**src/rtl/seg_arb_pkg.sv**
```systemverilog
// ----------------------------------------------------------------------------
// seg_arb_pkg
//   Shared types and constants for the seven-segment display arbiter.
//   - seg_arb_state_t : arbiter FSM states (IDLE, GRANT)
//   - HEX_W / DIGITS / WORD_W : nibble width, digit count, per-requester word
//   - wrap_next()     : round-robin successor of an index modulo n
// ----------------------------------------------------------------------------
package seg_arb_pkg;

    typedef enum logic {
        IDLE  = 1'b0,
        GRANT = 1'b1
    } seg_arb_state_t;

    localparam int HEX_W  = 4;
    localparam int DIGITS = 4;
    localparam int WORD_W = HEX_W * DIGITS;

    // Successor of idx in a ring of n entries (n-1 wraps back to 0).
    function automatic int unsigned wrap_next(int unsigned idx, int unsigned n);
        return (idx + 32'd1 >= n) ? 32'd0 : idx + 32'd1;
    endfunction

endpackage

```
**src/rtl/seg_display_arbiter_rr_pick.sv**
```systemverilog
// ----------------------------------------------------------------------------
// rr_pick
//   Combinational round-robin priority picker. Searches req starting at
//   'start' and moving upward with wrap-around, returning the first hit.
//   Ports:
//     req    in  N_REQ  request vector
//     start  in  IDX_W  index that has highest priority this cycle
//     any    out 1      at least one request is set
//     index  out IDX_W  index of the winner (0 when none)
//     onehot out N_REQ  one-hot winner (0 when none)
// ----------------------------------------------------------------------------
module rr_pick #(
    parameter int N_REQ = 4,
    parameter int IDX_W = 2
) (
    input  logic [N_REQ-1:0] req,
    input  logic [IDX_W-1:0] start,
    output logic             any,
    output logic [IDX_W-1:0] index,
    output logic [N_REQ-1:0] onehot
);

    int cand;

    // Scan offsets from farthest to nearest so the candidate closest to
    // 'start' is the last one written and therefore wins.
    always_comb begin
        any    = |req;
        index  = '0;
        onehot = '0;
        cand   = 0;
        for (int off = N_REQ - 1; off >= 0; off--) begin
            cand = (int'(start) + off) % N_REQ;
            if (req[IDX_W'(cand)]) begin
                index = IDX_W'(cand);
            end
        end
        if (any) begin
            onehot = N_REQ'(1) << index;
        end
    end

endmodule

```
**src/rtl/seg_display_arbiter.sv**
```systemverilog
// ----------------------------------------------------------------------------
// seg_display_arbiter
//   Round-robin arbiter sharing a four-digit seven-segment display between
//   N_REQ requesters. Each grant owns the display for at least HOLD_CYCLES
//   clocks unless its owner drops its request first. Drives seven_seg_mux.
//
//   Configuration macro: SEG_ARB_BLANK_EN
//     defined   : an_en = 4'b0000 in IDLE/reset, 4'b1111 while granted
//     undefined : an_en = 4'b1111 always, last value stays visible in IDLE
//
//   Ports:
//     clk          in   1          system clock, rising edge
//     reset_n      in   1          asynchronous active-low reset
//     req          in   N_REQ      level requests
//     data         in   16*N_REQ   requester i word at [16*i +: 16]
//     dp_in        in   4*N_REQ    requester i decimal points at [4*i +: 4]
//     hex3..hex0   out  4 each     digit nibbles (hex3 = most significant)
//     dp_out       out  4          decimal points
//     an_en        out  4          digit enables
//     grant        out  N_REQ      one-hot owner, zero when idle
//     grant_valid  out  1          high while a requester owns the display
//     switch_tick  out  1          one-cycle pulse whenever grant changes
// ----------------------------------------------------------------------------
module seg_display_arbiter
    import seg_arb_pkg::*;
#(
    parameter int N_REQ       = 4,
    parameter int HOLD_CYCLES = 100_000_000
) (
    input  logic                      clk,
    input  logic                      reset_n,
    input  logic [N_REQ-1:0]          req,
    input  logic [WORD_W*N_REQ-1:0]   data,
    input  logic [DIGITS*N_REQ-1:0]   dp_in,
    output logic [HEX_W-1:0]          hex3,
    output logic [HEX_W-1:0]          hex2,
    output logic [HEX_W-1:0]          hex1,
    output logic [HEX_W-1:0]          hex0,
    output logic [DIGITS-1:0]         dp_out,
    output logic [DIGITS-1:0]         an_en,
    output logic [N_REQ-1:0]          grant,
    output logic                      grant_valid,
    output logic                      switch_tick
);

    localparam int IDX_W = $clog2(N_REQ);
    localparam int CNT_W = $clog2(HOLD_CYCLES + 1);
    localparam logic [CNT_W-1:0] HOLD_RELOAD = CNT_W'(HOLD_CYCLES - 1);

    seg_arb_state_t    state, state_next;
    logic [IDX_W-1:0]  owner, owner_next;
    logic [IDX_W-1:0]  rr_ptr, rr_next;
    logic [CNT_W-1:0]  hold_cnt, hold_next;
    logic              tick_next;

    logic [IDX_W-1:0]  pick_start;
    logic              pick_any;
    logic [IDX_W-1:0]  pick_idx;
    logic [N_REQ-1:0]  pick_onehot;

    logic [WORD_W-1:0] owner_word;
    logic [DIGITS-1:0] owner_dp;
    logic [WORD_W-1:0] hex_word;
    logic [DIGITS-1:0] dp_reg;

    // In IDLE the search resumes from the round-robin pointer; while granted
    // it starts just past the current owner so a release or expiry always
    // favours the next requester in ring order.
    assign pick_start = (state == IDLE) ? rr_ptr
                                        : IDX_W'(wrap_next(32'(owner), N_REQ));

    rr_pick #(
        .N_REQ (N_REQ),
        .IDX_W (IDX_W)
    ) u_rr_pick (
        .req    (req),
        .start  (pick_start),
        .any    (pick_any),
        .index  (pick_idx),
        .onehot (pick_onehot)
    );

    // State register: FSM state, owner, hold counter, rr pointer and the
    // switch pulse. The display registers follow the owner's live data while
    // granted and freeze in IDLE so the last value stays on the digits.
    always_ff @(posedge clk or negedge reset_n) begin
        if (!reset_n) begin
            state       <= IDLE;
            owner       <= '0;
            rr_ptr      <= '0;
            hold_cnt    <= '0;
            switch_tick <= 1'b0;
            hex_word    <= '0;
            dp_reg      <= '0;
        end else begin
            state       <= state_next;
            owner       <= owner_next;
            rr_ptr      <= rr_next;
            hold_cnt    <= hold_next;
            switch_tick <= tick_next;
            if (state == GRANT) begin
                hex_word <= owner_word;
                dp_reg   <= owner_dp;
            end
        end
    end

    // Next-state logic. A dropped owner request beats hold expiry; an expired
    // hold with nobody else waiting just reloads the counter on the same
    // owner. Picking from owner+1 can only return the owner itself when it is
    // the sole requester, which is why that case is treated as "stay".
    always_comb begin
        state_next = state;
        owner_next = owner;
        rr_next    = rr_ptr;
        hold_next  = hold_cnt;
        tick_next  = 1'b0;

        unique case (state)
            IDLE: begin
                if (pick_any) begin
                    state_next = GRANT;
                    owner_next = pick_idx;
                    rr_next    = IDX_W'(wrap_next(32'(pick_idx), N_REQ));
                    hold_next  = HOLD_RELOAD;
                    tick_next  = 1'b1;
                end
            end
            GRANT: begin
                if (!req[owner]) begin
                    tick_next = 1'b1;
                    if (pick_any) begin
                        owner_next = pick_idx;
                        rr_next    = IDX_W'(wrap_next(32'(pick_idx), N_REQ));
                        hold_next  = HOLD_RELOAD;
                    end else begin
                        state_next = IDLE;
                    end
                end else if (hold_cnt == '0) begin
                    if (pick_any && (pick_idx != owner)) begin
                        owner_next = pick_idx;
                        rr_next    = IDX_W'(wrap_next(32'(pick_idx), N_REQ));
                        hold_next  = HOLD_RELOAD;
                        tick_next  = 1'b1;
                    end else begin
                        hold_next  = HOLD_RELOAD;
                    end
                end else begin
                    hold_next = hold_cnt - CNT_W'(1);
                end
            end
            default: begin
                state_next = IDLE;
            end
        endcase
    end

    // Select the current owner's word and decimal points.
    always_comb begin
        owner_word = '0;
        owner_dp   = '0;
        for (int i = 0; i < N_REQ; i++) begin
            if (owner == IDX_W'(i)) begin
                owner_word = data[i*WORD_W +: WORD_W];
                owner_dp   = dp_in[i*DIGITS +: DIGITS];
            end
        end
    end

    assign grant_valid = (state == GRANT);
    assign grant       = grant_valid ? (N_REQ'(1) << owner) : '0;

    assign hex3   = hex_word[4*HEX_W-1:3*HEX_W];
    assign hex2   = hex_word[3*HEX_W-1:2*HEX_W];
    assign hex1   = hex_word[2*HEX_W-1:HEX_W];
    assign hex0   = hex_word[HEX_W-1:0];
    assign dp_out = dp_reg;

`ifdef SEG_ARB_BLANK_EN
    assign an_en = grant_valid ? 4'b1111 : 4'b0000;
`else
    assign an_en = 4'b1111;
`endif

endmodule
```
**config.mk**
```make
export PLATFORM = sky130hd
export DESIGN_NAME = seg_display_arbiter
export DESIGN_NICKNAME = d
export VERILOG_FILES = /design/src/rtl/seg_arb_pkg.sv /design/src/rtl/seg_display_arbiter_rr_pick.sv /design/src/rtl/seg_display_arbiter.sv
export SDC_FILE = /design/constraint.sdc
export NUM_CORES = 1
export LEC_CHECK = 0
export CELL_PAD_IN_SITES_DETAIL_PLACEMENT = 1
export CELL_PAD_IN_SITES_GLOBAL_PLACEMENT = 1
export CORE_MARGIN = 2
export CORE_UTILIZATION = 30
export DETAILED_ROUTE_END_ITERATION = 10
export GPL_TIMING_DRIVEN = 0
export PLACE_DENSITY = 0.86
export SETUP_SLACK_MARGIN = 0.05
export SYNTH_ARGS = -nofsm -noshare
export SYNTH_HDL_FRONTEND = slang
export SYNTH_SLANG_ARGS = --single-unit
```
**constraint.sdc**
```tcl
create_clock -name clk -period 2.1 [get_ports clk]
set_clock_uncertainty 0.05 [all_clocks]
set_input_delay 0.315 -clock clk [delete_from_list [all_inputs] [get_ports clk]]
set_output_delay 0.315 -clock clk [all_outputs]
set_load 0.02 [all_outputs]
```
# Word level (Yosys, flattened, before mapping)
# Cells that the tools add are included.
# W data, S select, Z words.
# op_classes
div,0
magnitude_cmp,7
muxes,51
mul,0
add_sub_neg,6
eq_ne,6
reduce_logical,5
shifts,1
bitwise_logic,1
# op_table
cell,n
$mux W27,3
$mux W16,4
$pmux W27 S2,1
$mux W2,15
$logic_not A27 Y1,1
$sub A27 B1 Y27 const B,1
$mux W4,5
$lt A2 B4 Y1 const B,4
$mux W1,14
$bmux W1 S2,5
$pmux W2 S2,2
$add A2 B1 Y3 const B,2
$ge A3 B3 Y1 const B,2
$ne A3 B2 Y1 const B,2
$add A2 B2 Y2 const B,2
$eq A2 B2 Y1 const B,2
$pmux W1 S2,2
$reduce_or A4 Y1,1
$shl A1 B2 Y4 const A,1
$lt A2 B3 Y1 const B,1
$add A2 B1 Y2 const B,1
$eq A2 B1 Y1 const B,1
$logic_not A2 Y1,1
$ne A2 B2 Y1,1
other kinds (3),3
# word_totals
input_bits,86
ram_bits,0
register_bits,53
out_inout_bits,30
elab_cells,84
n_memories,0
latchBits,0
romBits,0

# Depth between registers and ports, before layout
# Gate-level depths: netlist of run 1.
# logic_depth
word_depth,19
ltp_mapped,10
mapped_depth_nobuf,8

# Modules after synthesis
# Synthesis of run 1 repeated with hierarchy kept, for this count alone.
# hier_totals
hier_cells,426
area_unflattened_um2,3588.4
# modules_own_cells
mod,seq_area_each_um2,cells_each,area_each_um2,instances
seg_display_arbiter,1326.3,393,3377.0,1
rr_pick,0.0,33,211.5,1

# Least setup slack after synthesis of run 1
# Ideal clock, no wire load.
# synth_timing
path_kind,register to register
startpoint,register owner[0]
endpoint,register rr_ptr[1]
path_stages_with_launch,9
synth_period_minus_slack_ns,2.240
t_required_ns,1.916
arrival_ns,2.056
setup_ns,0.134
slack_ns,-0.140
n_path_buf,0
path_cell_list,dfrtp_1 inv_1 ha_1 mux2i_1 mux2i_1 o2111ai_2 xnor2_1 and3_1 o211ai_2
# synth_via
elab_chain_len,19
elab_cells_between_ends,38
cone_classes,add/sub: 5; order compare: 2; eq/ne: 3; mux: 26; reduce/logical: 2
# synth_rtl
item,line,text
from (decl),seg_display_arbiter.sv:51,"logic [IDX_W-1:0] owner, owner_next;"
from (signal assigned),seg_display_arbiter.sv:97,owner <= owner_next;
$add A2 B1 Y3,seg_arb_pkg.sv:21,return (idx + 32'd1 >= n) ? 32'd0 : idx + 32'd1;
$ge A3 B3 Y1,seg_arb_pkg.sv:21,
$mux W2,seg_arb_pkg.sv:21,
$mux W2,seg_display_arbiter.sv:69,assign pick_start = (state == IDLE) ? rr_ptr
$add A2 B2 Y2,seg_display_arbiter_rr_pick.sv:33,cand = (int'(start) + off) % N_REQ;
$bmux W1 S2,seg_display_arbiter_rr_pick.sv:34,if (req[IDX_W'(cand)]) begin
$mux W1 (not written as such) (2 in series),seg_display_arbiter_rr_pick.sv:34,
$mux W2 (4 in series),seg_display_arbiter_rr_pick.sv:34,
$add A2 B1 Y3,seg_arb_pkg.sv:21,
$ge A3 B3 Y1,seg_arb_pkg.sv:21,
$mux W2,seg_arb_pkg.sv:21,
$mux W2,seg_display_arbiter.sv:140,if (pick_any && (pick_idx != owner)) begin
$mux W2,seg_display_arbiter.sv:139,end else if (hold_cnt == '0) begin
$mux W2,seg_display_arbiter.sv:130,if (!req[owner]) begin
$pmux W2 S2,seg_display_arbiter.sv:119,unique case (state)
to (signal assigned),seg_display_arbiter.sv:98,rr_ptr <= rr_next;
to (decl),seg_display_arbiter.sv:52,"logic [IDX_W-1:0] rr_ptr, rr_next;"
# Several ways; a longest one is shown, not always the timed one. The select of a mux whose other input is x is not followed.
# A chain may end at the register's enable or synchronous reset.

# Worst setup path in the final report of run 1
# layout_timing
startpoint,register owner[0]
endpoint,register switch_tick
# layout_via
elab_chain_len,18
elab_cells_between_ends,31
cone_classes,add/sub: 4; order compare: 1; eq/ne: 1; mux: 24; reduce/logical: 1
# layout_rtl
item,line,text
$add A2 B1 Y3,seg_arb_pkg.sv:21,
$ge A3 B3 Y1,seg_arb_pkg.sv:21,
$mux W2,seg_arb_pkg.sv:21,
$mux W2,seg_display_arbiter.sv:69,
$add A2 B2 Y2,seg_display_arbiter_rr_pick.sv:33,
$bmux W1 S2,seg_display_arbiter_rr_pick.sv:34,
$mux W1 (not written as such) (2 in series),seg_display_arbiter_rr_pick.sv:34,
$mux W2 (4 in series),seg_display_arbiter_rr_pick.sv:34,
$ne A2 B2 Y1,seg_display_arbiter.sv:140,
$logic_and A1 B1 Y1,seg_display_arbiter.sv:140,
$mux W1,seg_display_arbiter.sv:140,
$mux W1,seg_display_arbiter.sv:139,
$mux W1 *,seg_display_arbiter.sv:130,
$pmux W1 S2 *,seg_display_arbiter.sv:119,
net tick_next,seg_display_arbiter.sv:54,logic tick_next;
to (signal assigned),seg_display_arbiter.sv:100,switch_tick <= tick_next;
to (decl),seg_display_arbiter.sv:43,output logic switch_tick
# Mark *: on every way through the listed nets, which the timed path passes. The rest lies on a longest branch. The select of a mux whose other input is x is not followed.

==> results.yml, run 1 <==
run:
  maxCapViolCount: 0
power:
  switching_share_pct: 43.9
  powerDensity_mw_per_mm2: 1230
  peakVddDrop_uv: 520
  power_mw: 6.92
  clkPwrFrac_pct: 12.5
  p_comb_share_pct: 65.9
  internal-power_mw: 3.88
  seq_power_share_pct: 21.6
  p_sw_mw: 3.03
  leakage_nw: 2.16
drt:
  drc: 0
  postRouteAntennaNets: 0
  drt_first_pass_iters: 4
  wl_um: 14300
  route.vias.total: 3971
  first_iter_violations: 239
  post_drt_wl_per_cell_um: 19.8
  vias_per_cell: 5.48
clocking:
  insertion_delay_ns: 0.30
  clk_path_buf_depth: 2
  tritoncts: "built"
  clk_pin_slew_ns: 0.08
  cts-buffers-inserted: 5
  cts_root_buf: "clkbuf_16"
  cts.sinks: 53
  h-tree-depth: 2
cells_and_area:
  mostFrequentLayoutCells: "clkdlybuf4s50_1, a21oi_1, nor2_1"
  layout-drive-gt1-share_pct: 24.6
  final_cells: 724
  antennaDiodeCount: 0
  area_delta_synth_final_pct: 63.7
  fin_util_pct: 49.9
  nets: 671
  final_common_cell: "clkdlybuf4s50_1"
floorplan:
  start_util_pct: 30.5
  die_h_um: 111
  core_area_mm2: 0.0113
  rows: 39
  die-area_mm2: 0.0123
  ioPinCount: 116
  dieWidth_um: 111
sta:
  fmax_ghz: 0.418
  finalHoldViolations: 0
  setup_viol: 31
  maxSlewHeadroom_pct: 52.6
  layout_setup_ws_ns: -0.290
  tightest_slew_ns: 0.711
  finalCriticalPeriod_ns: 2.39
  drv_slew: 0
  rsz0062_at_grt: "yes"
  fin_crit_sh_pct: 114
  timing.hold.ws_ns: 0.436
setup_path:
  worst_setup_path_end_kind: "flop"
  rr_worst_depth: 8
  crit_required_ns: 2.22
  critPathLaunchType: "flop"
  critPathArrivalTime_ns: 2.51
  crit_fanout: 4
  path_class: "reg -> reg"
run_status:
  status: "finished with violations"
  violations: "negative setup slack"
place:
  gp_congestion: 0.926
  placedCellCount: 685
  hpwl_um: 9560
  dp_slack_ns: -0.544
  port_buffers: 111
synthesis:
  synthArstFlopShare_pct: 100
  yosys_most_used_dff: "dfrtp_1"
  ys_ff_latch: 53
  synth_area_leader_cell: "dfrtp_1"
  syn_inst: 427
  syn_area_mm2: 0.00343
  syn_avg_cell_area_um2: 8.04
  synth_top_area_share_pct: 38.6
  synth_edf_count: 0
  seq_area_frac_synth_pct: 38.6
  ys_warn_count: 0
  synth_cell_type_count: 53
  synth_area_leaders: "dfrtp_1, a21oi_1, nor2_1, nand2_1, nor2b_1"
grt:
  grt_max_degree: 38
  grt_pass1_vias: 4263
  grt_usage_pct: 21.5
  grt_pass1_wl_um: 21700
  antenna_found_initial: 0
  gr-total-overflow: 0
hold_path:
  min_path_type: "in -> async"
## power by group through the flow
stage	Combinational, mW	Clock [mW]	Sequential [mW]
5_1_grt	4.90	0.906	1.52
4_1_cts	4.15	0.868	1.49
3_5_place_dp	3.58	0	1.53
2_1_floorplan	2.05	0	1.72
6_report	4.56	0.864	1.49
3_3_place_gp	3.43	0	1.51
## path summary, 6_finish.rpt
check	slack, ns	to	startpoint
setup reg to reg	-0.29	switch_tick$_DFF_PN0_	owner[0]$_DFFE_PN0P_
setup / recovery	-0.29	switch_tick$_DFF_PN0_	owner[0]$_DFFE_PN0P_
max in group asynchronous	1.00	owner[1]$_DFFE_PN0P_	reset_n
hold reg to reg	0.46	hold_cnt[24]$_DFF_PN0_	hold_cnt[24]$_DFF_PN0_
min in group clk	0.46	hold_cnt[24]$_DFF_PN0_	hold_cnt[24]$_DFF_PN0_
hold / removal	0.44	hold_cnt[2]$_DFF_PN0_	reset_n
## repair_timing
item / in CTS / in global routing
resized for setup: 71 / 71
hold buffers: 1 / 0
gates cloned: 2 / 1
setup buffers: 19 / 9
endpoints found under the setup margin: 53 / 53
hold endpoints to repair: 16 / 0
pin swaps: 19 / 18
## cell families (layout without fill, tap and decap cells)
family / after synthesis / count (layout) / synth area share [%]
simple gates: 174 / 174 / 26.4
flops: 53 / 53 / 38.6
xor+xnor: 1 / 1 / 0.255
other cells: 1 / 4 / 0.109
buf+inv: 38 / 189 / 5.65
mux: 3 / 3 / 1.24
compound gates: 152 / 152 / 25.9
fa+ha+maj: 5 / 5 / 1.82
## layer usage
layer,GRT usage (%),share of wire (%)
met5,0,0
met4,7.67,2.5
met3,3.83,4.5
met2,39.8,53
met1,24.7,40
## worst max-delay path, cell delays in order (launching register included)
cell and delay [ns]:
dfrtp_2 0.45, buf_4 0.16, buf_4 0.15, nor3b_4 0.29, nand4bb_4 0.23, nand2_1 0.14, o21ai_1 0.40, a31oi_1 0.15
o22a_1 0.23
## cells in the mapped netlist (2+ instances only)
cell type / number
a21o_1: 2
a21oi_1: 92
a221oi_1: 8
a31oi_1: 11
and2_1: 6
and3_1: 4
and4_1: 2
buf_2: 2
buf_4: 4
buf_6: 4
clkbuf_1: 22
dfrtp_1: 53
ha_1: 5
inv_1: 5
mux2i_1: 2
nand2_1: 33
nand3_1: 4
nand3b_1: 13
nand4b_1: 2
nor2_1: 59
nor2b_1: 17
nor3_1: 15
nor3b_1: 2
nor4_1: 6
o21ai_0: 18
o22a_1: 2
o31ai_1: 7
or3_1: 2
## area by class of cell
class,instances,area (um^2)
flip-flops and latches,53,1330
inverters,5,26.3
clock inverters,3,26.3
clock buffers,5,125
plain buffers,32,229
well taps,143,179
multi-input cells,339,2330
fillers,1332,5650
repair buffers,144,1380
## flip-flops by register name (all words and copies together), names as in the netlist
register,count
dp_out,4
rr_ptr,2
switch_tick,1
grant_valid,1
hex_word,16
hold_cnt,27
owner,2
## stage by stage
stage / cell area, um^2 / setup TNS [ns]
5_1_grt: 5620 / -6.25
6_report: 5620 / -3.23
2_1_floorplan: 3510 / 0
4_1_cts: 5330 / -3.77
3_5_place_dp: 4810 / -14.94
3_3_place_gp: 4800 / -61.34
No activity file was read; power rests on OpenSTA's default activity.
==> run 2, diff against run 1 <==
--- a/config.mk
+++ b/config.mk
@@ -12,6 +12,7 @@
 export DETAILED_ROUTE_END_ITERATION = 10
 export GPL_TIMING_DRIVEN = 0
 export PLACE_DENSITY = 0.86
+export RECOVER_POWER = 50
 export SETUP_SLACK_MARGIN = 0.05
 export SYNTH_ARGS = -nofsm -noshare
 export SYNTH_HDL_FRONTEND = slang
==> results.yml, run 2 (synthesis results as in run 1) <==
run_status:
  status: "finished with violations"
  violations: "negative setup slack"
drt:
  post_drt_wl_per_cell_um: 19.9
  drt_first_pass_iters: 4
  route.vias.total: 3945
  postRouteAntennaNets: 0
  wl_um: 14400
  drc: 0
  vias_per_cell: 5.45
  first_iter_violations: 235
sta:
  finalHoldViolations: 0
  timing.hold.ws_ns: 0.461
  maxSlewHeadroom_pct: 32.4
  fin_crit_sh_pct: 113
  layout_setup_ws_ns: -0.279
  tightest_slew_ns: 1.01
  finalCriticalPeriod_ns: 2.38
  drv_slew: 0
  rsz0062_at_grt: "yes"
  tns_ns: -3.16
  fmax_ghz: 0.420
  setup_viol: 32
cells_and_area:
  antennaDiodeCount: 0
  final_cells: 724
  area_delta_synth_final_pct: 63.3
  final_common_cell: "clkdlybuf4s50_1"
  nets: 671
  regMostFlops: "hold_cnt"
  largest_reg_flops: 27
  mostFrequentLayoutCells: "clkdlybuf4s50_1, a21oi_1, nor2_1"
  layout-drive-gt1-share_pct: 24.4
  fin_util_pct: 49.8
place:
  gp_congestion: 0.926
  hpwl_um: 9560
  port_buffers: 111
  placedCellCount: 685
setup_path:
  worst_setup_path_end_kind: "flop"
  reg2reg_slack_ns: -0.28
  rr_worst_depth: 8
  critPathLaunchType: "flop"
  crit_fanout: 4
  crit_required_ns: 2.23
  r2r-end: "switch_tick$_DFF_PN0_"
  r2r-start: "owner[0]$_DFFE_PN0P_"
  critPathArrivalTime_ns: 2.51
  path_class: "reg -> reg"
grt:
  grt_pass1_vias: 4263
  antenna_found_initial: 0
  grt_pass1_wl_um: 21700
  gr-total-overflow: 0
  grt_usage_pct: 21.5
  grt_max_degree: 38
clocking:
  cts.sinks: 53
  clk_pin_slew_ns: 0.08
  h-tree-depth: 2
  tritoncts: "built"
  cts_root_buf: "clkbuf_16"
  cts-buffers-inserted: 5
  insertion_delay_ns: 0.30
  clk_path_buf_depth: 2
hold_path:
  hold_end: "hold_cnt[24]$_DFF_PN0_"
  min_path_type: "reg -> reg"
  min_path_cells: 1
  hp-start: "hold_cnt[24]$_DFF_PN0_"
power:
  switching_share_pct: 43.9
  peakVddDrop_uv: 520
  leakage_nw: 2.15
  p_sw_mw: 3.03
  seq_power_share_pct: 21.6
  powerDensity_mw_per_mm2: 1230
  clkPwrFrac_pct: 12.6
  power_mw: 6.91
  p_comb_share_pct: 65.8
  internal-power_mw: 3.88
floorplan:
  start_util_pct: 30.5
  die_h_um: 111
  ioPinCount: 116
  rows: 39
  die-area_mm2: 0.0123
  dieWidth_um: 111
  core_area_mm2: 0.0113
run:
  maxCapViolCount: 0
[run 2: how the worst max path moves through the flow]
stage                                start                      to  slack, ns  cells after the start
global route          owner[0]$_DFFE_PN0P_   switch_tick$_DFF_PN0_      -0.36                      8
CTS                 hold_cnt[19]$_DFF_PN0_   switch_tick$_DFF_PN0_      -0.17                      8
floorplan             owner[0]$_DFFE_PN0P_   rr_ptr[1]$_DFFE_PN0P_       0.02                      8
detailed placement                  req[3]  hold_cnt[25]$_DFF_PN0_      -0.54                      7
global placement                   reset_n    owner[1]$_DFFE_PN0P_      -1.11                      1
finish                owner[0]$_DFFE_PN0P_   switch_tick$_DFF_PN0_      -0.28                      8
[run 2: power groups by stage]
stage | Clock [mW] | Sequential, mW | Combinational [mW]
6_report | 0.869 | 1.49 | 4.55
5_1_grt | 0.906 | 1.52 | 4.89
4_1_cts | 0.868 | 1.49 | 4.15
3_5_place_dp | 0 | 1.53 | 3.58
3_3_place_gp | 0 | 1.51 | 3.43
2_1_floorplan | 0 | 1.72 | 2.05
[run 2: final cells by class]
class                      instances  area (um^2)
buffer                            32          229
clock buffer                       5          125
clock inverter                     3         26.3
fill                            1334         5660
inverter                           5         26.3
multi-input combinational        339         2330
sequential                        53         1330
tap                              143          179
timing repair buffer             144         1370
[run 2: through the flow]
stage | cell area (um^2) | setup WS (ns)
global route | 5610 | -0.360
detailed placement | 4810 | -0.544
floorplan | 3510 | 0.0151
CTS | 5330 | -0.165
global placement | 4800 | -1.11
finish | 5610 | -0.279
[run 2: layer usage]
metal | share of wire, % | track usage (%) | vias up
met5 | 0 | 0 | -
met4 | 2.6 | 7.67 | 0
met3 | 4.7 | 3.83 | 27
met2 | 53 | 39.8 | 137
met1 | 40 | 24.7 | 1937
li1 | - | - | 1844
[run 2: critical path, stage by stage, from the launching register on]
cell and delay (ns):
dfrtp_2 0.45, buf_4 0.16, buf_4 0.15, nor3b_4 0.29
nand4bb_4 0.23, nand2_1 0.14, o21ai_1 0.39, a31oi_1 0.15
o22a_1 0.23
[run 2: repair_timing]
item / in CTS / in global routing
hold endpoints to repair: 16 / 0
resized for setup: 71 / 71
gates cloned: 2 / 1
buffers inserted: 19 / 9
endpoints found under the setup margin: 53 / 53
hold buffers: 1 / 0
pin swaps: 19 / 18
==> run 3, diff against run 2 <==
--- a/config.mk
+++ b/config.mk
@@ -9,6 +9,7 @@
 export CELL_PAD_IN_SITES_GLOBAL_PLACEMENT = 1
 export CORE_MARGIN = 2
 export CORE_UTILIZATION = 30
+export CTS_CLUSTER_DIAMETER = 200
 export DETAILED_ROUTE_END_ITERATION = 10
 export GPL_TIMING_DRIVEN = 0
 export PLACE_DENSITY = 0.86
==> results of run 3 <==
The final DEF is identical to that of run 2; final timing and power are the same.
